## src/rtl/vga_timing_tx.sv

```systemverilog
// vga_timing_tx: VGA raster timing with a two-stage pixel pipeline, colour bars and frame counting
module vga_timing_tx #(
  parameter int H_ACTIVE = 640,
  parameter int H_FP     = 16,
  parameter int H_SYNC   = 96,
  parameter int H_BP     = 48,
  parameter int V_ACTIVE = 480,
  parameter int V_FP     = 10,
  parameter int V_SYNC   = 2,
  parameter int V_BP     = 33
) (
  input  logic        CLOCK_25,
  input  logic        Reset,
  input  logic        PatternSel,
  input  logic [23:0] PixelData,
  output logic        PixelReq,
  output logic [9:0]  PixelX,
  output logic [9:0]  PixelY,
  output logic        VGA_CLK,
  output logic        VGA_HS,
  output logic        VGA_VS,
  output logic        VGA_BLANK_N,
  output logic [7:0]  VGA_R,
  output logic [7:0]  VGA_G,
  output logic [7:0]  VGA_B,
  output logic        FrameStart,
  output logic [15:0] FrameCount
);
  localparam logic [9:0] H_LAST = 10'(H_ACTIVE + H_FP + H_SYNC + H_BP - 1);
  localparam logic [9:0] V_LAST = 10'(V_ACTIVE + V_FP + V_SYNC + V_BP - 1);
  localparam logic [9:0] H_ACT  = 10'(H_ACTIVE);
  localparam logic [9:0] V_ACT  = 10'(V_ACTIVE);
  localparam logic [9:0] HS_ON  = 10'(H_ACTIVE + H_FP);
  localparam logic [9:0] HS_OFF = 10'(H_ACTIVE + H_FP + H_SYNC);
  localparam logic [9:0] VS_ON  = 10'(V_ACTIVE + V_FP);
  localparam logic [9:0] VS_OFF = 10'(V_ACTIVE + V_FP + V_SYNC);

  logic [9:0]  r_h, r_v, r_x1;
  logic        r_act1, r_hs1, r_vs1, r_sel1, r_fs1;
  logic        r_hs, r_vs, r_blank_n, r_fs;
  logic [23:0] r_rgb;
  logic [15:0] r_fc;
  logic        w_h_last, w_v_last, w_hs_n, w_vs_n;
  logic [9:0]  w_bar_full;
  logic [2:0]  w_bar;
  logic [23:0] w_bars, w_colour;

  assign w_h_last    = r_h == H_LAST;
  assign w_v_last    = r_v == V_LAST;
  assign w_hs_n      = !(r_h >= HS_ON && r_h < HS_OFF);
  assign w_vs_n      = !(r_v >= VS_ON && r_v < VS_OFF);
  assign PixelX      = r_h;
  assign PixelY      = r_v;
  assign PixelReq    = (r_h < H_ACT) && (r_v < V_ACT);
  assign VGA_CLK     = CLOCK_25;
  assign w_bar_full  = r_x1 / 10'd80;
  assign w_bar       = w_bar_full[2:0];
  assign w_bars      = {{8{~w_bar[0]}}, {8{~w_bar[2]}}, {8{~w_bar[1]}}};
  assign w_colour    = r_sel1 ? w_bars : PixelData;
  assign VGA_HS      = r_hs;
  assign VGA_VS      = r_vs;
  assign VGA_BLANK_N = r_blank_n;
  assign {VGA_B, VGA_G, VGA_R} = r_rgb;
  assign FrameStart  = r_fs;
  assign FrameCount  = r_fc;

  // Raster counters: h sweeps each line, v advances on every h wrap
  always_ff @(posedge CLOCK_25) begin
    if (Reset) begin
      r_h <= '0;
      r_v <= '0;
    end else begin
      r_h <= w_h_last ? '0 : r_h + 10'd1;
      if (w_h_last) r_v <= w_v_last ? '0 : r_v + 10'd1;
    end
  end

  // Stage 1: timing decoded from the counters, aligned with the upstream pixel data
  always_ff @(posedge CLOCK_25) begin
    if (Reset) begin
      r_act1 <= 1'b0;
      r_hs1  <= 1'b1;
      r_vs1  <= 1'b1;
      r_sel1 <= 1'b0;
      r_fs1  <= 1'b0;
      r_x1   <= '0;
    end else begin
      r_act1 <= PixelReq;
      r_hs1  <= w_hs_n;
      r_vs1  <= w_vs_n;
      r_sel1 <= PatternSel;
      r_fs1  <= (r_h == '0) && (r_v == '0);
      r_x1   <= r_h;
    end
  end

  // Stage 2: output pins, colour forced to black outside the visible area
  always_ff @(posedge CLOCK_25) begin
    if (Reset) begin
      r_hs      <= 1'b1;
      r_vs      <= 1'b1;
      r_blank_n <= 1'b0;
      r_rgb     <= '0;
      r_fs      <= 1'b0;
      r_fc      <= '0;
    end else begin
      r_hs      <= r_hs1;
      r_vs      <= r_vs1;
      r_blank_n <= r_act1;
      r_rgb     <= r_act1 ? w_colour : '0;
      r_fs      <= r_fs1;
      r_fc      <= r_fc + 16'(r_fs1);
    end
  end
endmodule

```

## config.mk

```make
export PLATFORM = sky130hd
export DESIGN_NAME = vga_timing_tx
export DESIGN_NICKNAME = d
export VERILOG_FILES = /design/src/rtl/vga_timing_tx.sv
export SDC_FILE = /design/constraint.sdc
export NUM_CORES = 1
export LEC_CHECK = 0
export CAP_MARGIN = 20
export CORE_ASPECT_RATIO = 0.8
export CORE_MARGIN = 5
export CORE_UTILIZATION = 42
export CTS_CLUSTER_DIAMETER = 150
export DETAILED_ROUTE_END_ITERATION = 8
export PLACE_DENSITY = 0.74
export SETUP_SLACK_MARGIN = 0.4
export SYNTH_ARGS = -nofsm -noshare
export SYNTH_HDL_FRONTEND = slang
export SYNTH_SLANG_ARGS = --single-unit
```

## constraint.sdc

```tcl
create_clock -name CLOCK_25 -period 1.79 [get_ports CLOCK_25]
set_input_delay 0.358 -clock CLOCK_25 [delete_from_list [all_inputs] [get_ports CLOCK_25]]
set_output_delay 0.358 -clock CLOCK_25 [all_outputs]
set_load 0.1 [all_outputs]
```

======== Yosys cells after proc, flatten, opt, wreduce, memory -nomap -nowiden ========
Index checks and enable logic that the tools add are counted.
word-level totals
  output and inout bits ................... 66
  RAM bits ................................ 0
  logic and storage cells ................. 42
  bits in read-only memories .............. 0
  bits in latches ......................... 0
  memories kept ........................... 0
  register bits ........................... 79
  bits of input ports ..................... 27
cells by class
  $mul .................................... 0
  $lt $le $gt $ge ......................... 6
  mux-type cells .......................... 2
  add/subtract/negate cells ............... 3
  eq/ne operators ......................... 2
  bitwise operators ....................... 4
  divide/modulo/power cells ............... 1
  reduce and logical (&&, ||, !) cells .... 10
  shifts and indexed selects .............. 0
operators with widths
  kind                                                                           number
  24-bit two-way mux                                                             1
  10-bit by 1-bit adder with 10-bit output, second input constant                2
  10-bit == test, second input constant                                          2
  10-bit logical NOT                                                             2
  10-bit less-than comparator, second input constant                             2
  10-bit by 9-bit less-than comparator with 1-bit output, second input constant  2
  16-bit by 1-bit adder with 16-bit output                                       1
  10-bit by 7-bit divider with 10-bit output, second input constant              1
  10-bit >= comparator, second input constant                                    1
  10-bit by 9-bit >= comparator with 1-bit output, second input constant         1
  10-bit two-way mux                                                             1
  1-bit logical AND                                                              4
  1-bit NOT                                                                      4
  2-bit OR reduction                                                             2
  1-bit logical NOT                                                              2

======== Logic depth before layout (Yosys ltp) ========
Gate-level depths: netlist of the first run.
  word-level depth ........................ 3
  depth in mapped cells ................... 7
  mapped depth without buffers ............ 7

==> results.md, run 1 <==
* Status: finished, violations left
* Failing checks: setup timing
* Nets@finish at 528
* Tcrit/Tclk final at 1.10
* WP data arrival at 1610 ps
* Instance count on the critical path at 3
* Critical path launch point type: register
* Fmax at 507 MHz
* DIE HEIGHT at 86.0 um
* Vias/cell at 5.60
* Post-synthesis xor/xnor area fraction at 0.0780
* Core area at 0.00696 sq mm
* Req. time, crit path at 1430 ps
* Largest family of logic cells by synthesized area: simple AND/OR/NAND/NOR gates
* Die ar. at 0.00902 sq mm
* Tmin final at 1970 ps
* Clk slew on worst S/H paths at 90 ps
* CP Class: register to output port
* Final count of negative-setup-slack endpoints at 11
* CTS tree: built
* Cells after Synth at 323
* Die width at 105 um
* Dominant synthesized flop cell: dfxtp_1
* Antenna viol nets, final at 0
* Worst Setup EP: PixelReq
* Worst R2R Path Depth at 7
* Critical R2R Launch: PixelX[1]
* Grt ovf at 0
* CP peak stage delay at 350 ps
* Post-synthesis sequential area ratio at 0.495
* Post-Place Worst Slack at -403 ps
* DR vias at 3281
* Total leakage power at 2.59 nW
* Hold Fails Final Rpt at 0
* Diode count at 0
* Synth-to-Final Area Change at 108%
* Measured slew at the worst slew-check pin at 646 ps
* Number of synthesized register bits at 75
* YS warnings at 0
* First-pass GRT wire length at 15.9 mm
* CP Cell Sequence: or2_4 -> a211oi_4 -> buf_12
* Peak supply drop at 612 uV
* Crit Path Max Fanout at 2
* Mux contribution to synthesized area at 0
* IO Count at 93
* DRC viols at 0
* Critical path's top delay family: flip-flops
* Synth Area in Compound Gates at 0.104
* Crit end category: output port
* Netlist cell types at 47
* Pin count of the biggest net entering global routing at 32
* Ys async rst share at 0
* CP max stage cell: dfxtp_4
* Slew headroom at 0.569
* Placed Area at 0.00504 sq mm
* Final Power at 4.45 mW
* Initial DRC count at 238
* Design area at 0.00629 sq mm
* Adder-cell share of the synthesized area at 0.0289
* PD cells at 707 mW/mm^2
* Gr usage total at 0.222
* Mapped Nets at 357
* Layout fillers at 242
* Post-Synth Simple-Gate Area at 0.257
* Initial antenna violation count at 0
* Initial core utilization at 0.435
* HP Class: register to register
* Slew Limit Fails at 0
* DP HPWL at 5.89 mm
* Synth Area per Inst at 9.38 sq um
* Vias in the first global route at 3127
* DRT Wirelength at 13.0 mm
* Reg area at 0.00168 sq mm
* Area of the multi-input gates at 0.00189 sq mm
* Crit path buffers/inverters at 1
* Mapped cell area at 0.00303 sq mm
* Reg-to-Reg End: PixelY[8]
* CP Launch Point: PixelX[8]
* GPL Wtd Cong at 0.942
* Final worst slack at -182 ps
* Port bufs at 92
* Drt first pass iters at 5
* Reported max-cap violation count at 0
* Reg2reg setup slack at -150 ps
* Wire length per cell at 22.3 um
* EDFF count, synth at 0
* Row count at 27
* Share of cells above drive strength 1 at 0.625
* Clock Latency Late Sink at 470 ps
* Clock skew at 14.9 ps
* RSZ-0062 raised after global routing: yes
-- final cells by class --
| class | instances | area share |
|---|---|---|
| Timing Repair Buffer | 170 | 0.362 |
| Sequential cell | 75 | 0.266 |
| Multi-Input combinational cell | 224 | 0.300 |
| Clock buffer | 15 | 0.0384 |
| Inverter | 10 | 0.00676 |
| Clock inverter | 5 | 0.00895 |
| Tap cell | 87 | 0.0173 |
-- how the worst min path moves through the flow --
stage	from	endpoint	cells past startpoint
floorplan	r_hs1	VGA_HS	1
global placement	r_hs1	VGA_HS	1
detailed placement	r_vs1	VGA_VS	1
CTS	r_vs1	VGA_VS	1
global route	r_vs1	VGA_VS	1
finish	r_vs1	VGA_VS	1
-- power breakdown --
| part | switching, mW | internal (mW) |
|---|---|---|
| combinational | 0.446 | 0.307 |
| sequential | 0.0545 | 1.67 |
| clock | 0.900 | 1.07 |
| total | 1.40 | 3.05 |
-- sequential cells by signal, indices dropped and copies added, names as in the netlist, 6 cells and up --
register,cells
r_rgb,24
PixelY,10
r_x1,6
PixelX,10
FrameCount,16
-- metal layers --
| metal | wire length (um) | vias to the layer above | track usage |
|---|---|---|---|
| met5 | 0 | - | 0 |
| met4 | 527 | 0 | 0.105 |
| met3 | 925 | 57 | 0.0835 |
| met2 | 6370 | 183 | 0.372 |
| met1 | 5230 | 1605 | 0.252 |
| li1 | - | 1436 | - |
-- cell usage after synthesis (3+ instances only) --
cell | count | area share
ha_1 | 7 | 0.029
dfxtp_1 | 75 | 0.50
nor3_1 | 6 | 0.0099
nor2b_1 | 16 | 0.033
clkbuf_1 | 8 | 0.0099
nand4_1 | 8 | 0.017
nor2_1 | 39 | 0.048
nand3_1 | 14 | 0.023
inv_1 | 10 | 0.012
nor3_2 | 3 | 0.0099
and3_1 | 6 | 0.012
a21o_1 | 18 | 0.045
or2_2 | 4 | 0.0083
nand2_1 | 16 | 0.020
xnor2_1 | 8 | 0.023
xor2_1 | 19 | 0.055
nand2b_1 | 13 | 0.027
a21oi_1 | 15 | 0.025
-- cells in the final DEF (no fill, tap or decap), drive strengths merged, types with 2 or more instances in the layout --
| master | netlist | final |
|---|---|---|
| a211oi | 2 | 2 |
| a21o | 18 | 18 |
| a21oi | 15 | 15 |
| and2 | 2 | 2 |
| and3 | 6 | 6 |
| and4 | 2 | 2 |
| buf | 6 | 145 |
| clkbuf | 8 | 14 |
| clkdlybuf4s50 | 0 | 26 |
| clkinv | 0 | 3 |
| dfxtp | 75 | 75 |
| ha | 7 | 7 |
| inv | 10 | 10 |
| nand2 | 17 | 17 |
| nand2b | 13 | 13 |
| nand3 | 14 | 14 |
| nand3b | 2 | 2 |
| nand4 | 8 | 8 |
| nor2 | 39 | 39 |
| nor2b | 16 | 16 |
| nor3 | 9 | 9 |
| nor4 | 2 | 2 |
| o2111ai | 2 | 2 |
| o211ai | 2 | 2 |
| o21ai | 2 | 2 |
| or2 | 5 | 5 |
| or3 | 2 | 2 |
| or4 | 2 | 2 |
| xnor2 | 8 | 8 |
| xor2 | 19 | 19 |
-- cells by family after synthesis --
| kind of cell | Yosys count |
|---|---|
| AOI/OAI and AO/OA | 46 |
| xor gates and xnor gates | 27 |
| adders and majority gates | 7 |
| buffers and inverters | 24 |
| DFF | 75 |
| and+or+nand+nor | 144 |
-- metrics by stage --
step | hold WS [ps] | utilization | cells | TNS (ps)
CTS | 416 | 0.823 | 552 | -206
finish | 418 | 0.904 | 586 | -622
global route | 428 | 0.904 | 586 | -1040
floorplan | 389 | - | 323 | -820
global placement | 396 | 0.724 | 508 | -3950
detailed placement | 407 | 0.724 | 508 | -5090
-- timing repair --
item                                    CTS  global route
setup buffers                            25            34
resized for setup                        60            84
gates cloned                              0             0
hold buffers                              0             0
pin swaps                                14            34
hold endpoints to repair                  0             0
endpoints found under the setup margin   72           105
No activity file was read; power rests on OpenSTA's default activity.
==> inputs of run 2 (changes only) <==
--- a/config.mk
+++ b/config.mk
@@ -12,6 +12,7 @@
 export CTS_CLUSTER_DIAMETER = 150
 export DETAILED_ROUTE_END_ITERATION = 8
 export PLACE_DENSITY = 0.74
+export REMOVE_ABC_BUFFERS = 1
 export SETUP_SLACK_MARGIN = 0.4
 export SYNTH_ARGS = -nofsm -noshare
 export SYNTH_HDL_FRONTEND = slang
==> run 2 against run 1 <==
Against the previous run:
- the flow still finishes with violations (setup timing)
- utilization is 1.4 points higher
- sequential share of layout area is 0.81 points lower
- flip-flop and latch count unchanged
==> results.md, run 2 (synthesized netlist as in run 1, its figures left out) <==
* Status: finished, violations left
* Failing checks: setup timing
* PD cells at 703 mW/mm^2 (-0.51%)
* CTS tree: built
* DRT Wirelength at 15.1 mm (+16%)
* Measured slew at the worst slew-check pin at 576 ps (-69.9 ps)
* Final Util at 0.919 (+0.0144)
* RSZ-0062 raised after global routing: yes
* Clk slew on worst S/H paths at 90 ps (about the same)
* Gr usage total at 0.258 (+0.0361)
* Placed Area at 0.00487 sq mm (-3.4%)
* Core area at 0.00696 sq mm (unchanged)
* Pin count of the biggest net entering global routing at 25 (-22%)
* Synth-to-Final Area Change at 111%
* Tmin final at 1960 ps (-9.29 ps)
* Hold buffer count at cts at 0 (unchanged)
* Largest Register: r_rgb
* Grt ovf at 0 (unchanged)
* Crit Path Max Fanout at 2 (unchanged)
* Final count of negative-setup-slack endpoints at 10 (-1)
* IO Count at 93 (unchanged)
* Final Power at 4.50 mW (+1.1%)
* DP HPWL at 5.95 mm (+0.99%)
* Crit end category: output port
* Vias/cell at 5.88 (+5.0%)
* Slew Limit Fails at 0 (unchanged)
* Req. time, crit path at 1430 ps (about the same)
* Diode count at 0 (unchanged)
* Slew headroom at 0.613 (+0.0441)
* DRC viols at 0 (unchanged)
* Fmax at 509 MHz (+0.47%)
* Initial DRC count at 292 (+23%)
* GPL Wtd Cong at 0.862 (-8.5%)
* Wire length per cell at 25.0 um (+12%)
* Share of cells above drive strength 1 at 0.642 (+0.0171)
* Hold Fails Final Rpt at 0 (unchanged)
* Port bufs at 92 (unchanged)
* DIE HEIGHT at 86.0 um (unchanged)
* Total leakage power at 2.68 nW (+3.7%)
* Antenna viol nets, final at 0 (unchanged)
* Die width at 105 um (unchanged)
* Peak supply drop at 1400 uV (+130%)
* CP max stage cell: dfxtp_4
* Commonest cells after routing, fill and taps aside: buf_12 (65), buf_4 (57), buf_6 (43), dfxtp_2 (42)
* Design area at 0.00639 sq mm (+1.6%)
* First-pass GRT wire length at 18.3 mm (+15%)
* CP Class: register to output port
* CP Cell Sequence: or2_4 -> a211oi_2 -> buf_4 -> buf_12
* Reported max-cap violation count at 0 (unchanged)
* Row count at 27 (unchanged)
* Clock skew at 16.7 ps (+1.80 ps)
* Nets@finish at 549 (+4.0%)
* Max FFs per register at 24 (unchanged)
* Final worst slack at -173 ps (+9.29 ps)
* Tcrit/Tclk final at 1.10 (-0.00519)
* WP data arrival at 1610 ps (about the same)
* Drt first pass iters at 5 (unchanged)
* Vias in the first global route at 3376 (+8.0%)
* DR vias at 3567 (+8.7%)
* Clock Latency Late Sink at 470 ps (about the same)
* Initial core utilization at 0.435 (unchanged)
* Die ar. at 0.00902 sq mm (unchanged)
* Initial antenna violation count at 0 (unchanged)
* CP peak stage delay at 360 ps (about the same)
* Most common cell after layout, fill and taps aside: buf_12
* HP Class: register to register
* Setup_tns at -509 ps (+113 ps)
* Critical path launch point type: register
[run 2: worst paths after layout]
kind         startpoint         to  slack [ps]  cells past startpoint
max           PixelX[8]   PixelReq        -170                      4
min               r_vs1     VGA_VS         460                      1
max reg2reg   PixelY[4]  PixelY[9]        -140                      5
min reg2reg       r_vs1     VGA_VS         460                      1
[run 2: power by group]
part | total [mW] | switching (mW) | internal [mW]
Combinational | 0.791 | 0.470 | 0.321
Clock | 1.96 | 0.920 | 1.04
Sequential | 1.75 | 0.0549 | 1.69
Total | 4.50 | 1.44 | 3.05
[run 2: layout make-up]
| type | instances | area, sq um |
|---|---|---|
| Clock buffer | 13 | 191 |
| Clock inverter | 7 | 92.6 |
| Fill cell | 228 | 567 |
| Inverter | 10 | 40.0 |
| Multi-Input combinational cell | 224 | 1830 |
| Sequential cell | 75 | 1650 |
| Tap cell | 87 | 109 |
| Timing Repair Buffer | 191 | 2470 |
[run 2: routing by layer]
layer	routed length [um]	global-route usage
met5	0	0
met4	874	0.107
met3	1180	0.0760
met2	7730	0.454
met1	5370	0.294
[run 2: critical path, delay by kind of cell (launching register included)]
kind | cells | cell delay, ps
DFF | 1 | 360
buffers and inverters | 2 | 330
and+or+nand+nor | 1 | 250
AOI/OAI and AO/OA | 1 | 200
[run 2: through the flow]
stage | instances | hold slack [ps] | setup WS [ps]
after floorplan | 309 | 358 | -2010
after global placement | 519 | 396 | -403
after detailed placement | 519 | 401 | -403
after CTS | 578 | 419 | -119
after global routing | 607 | 449 | -232
final | 607 | 458 | -173
[run 2: timing repair]
action                     4_1_cts  5_1_grt
resized for setup              146       95
buffers inserted                40       29
setup endpoints to repair       93      108
pin swaps                       15       35
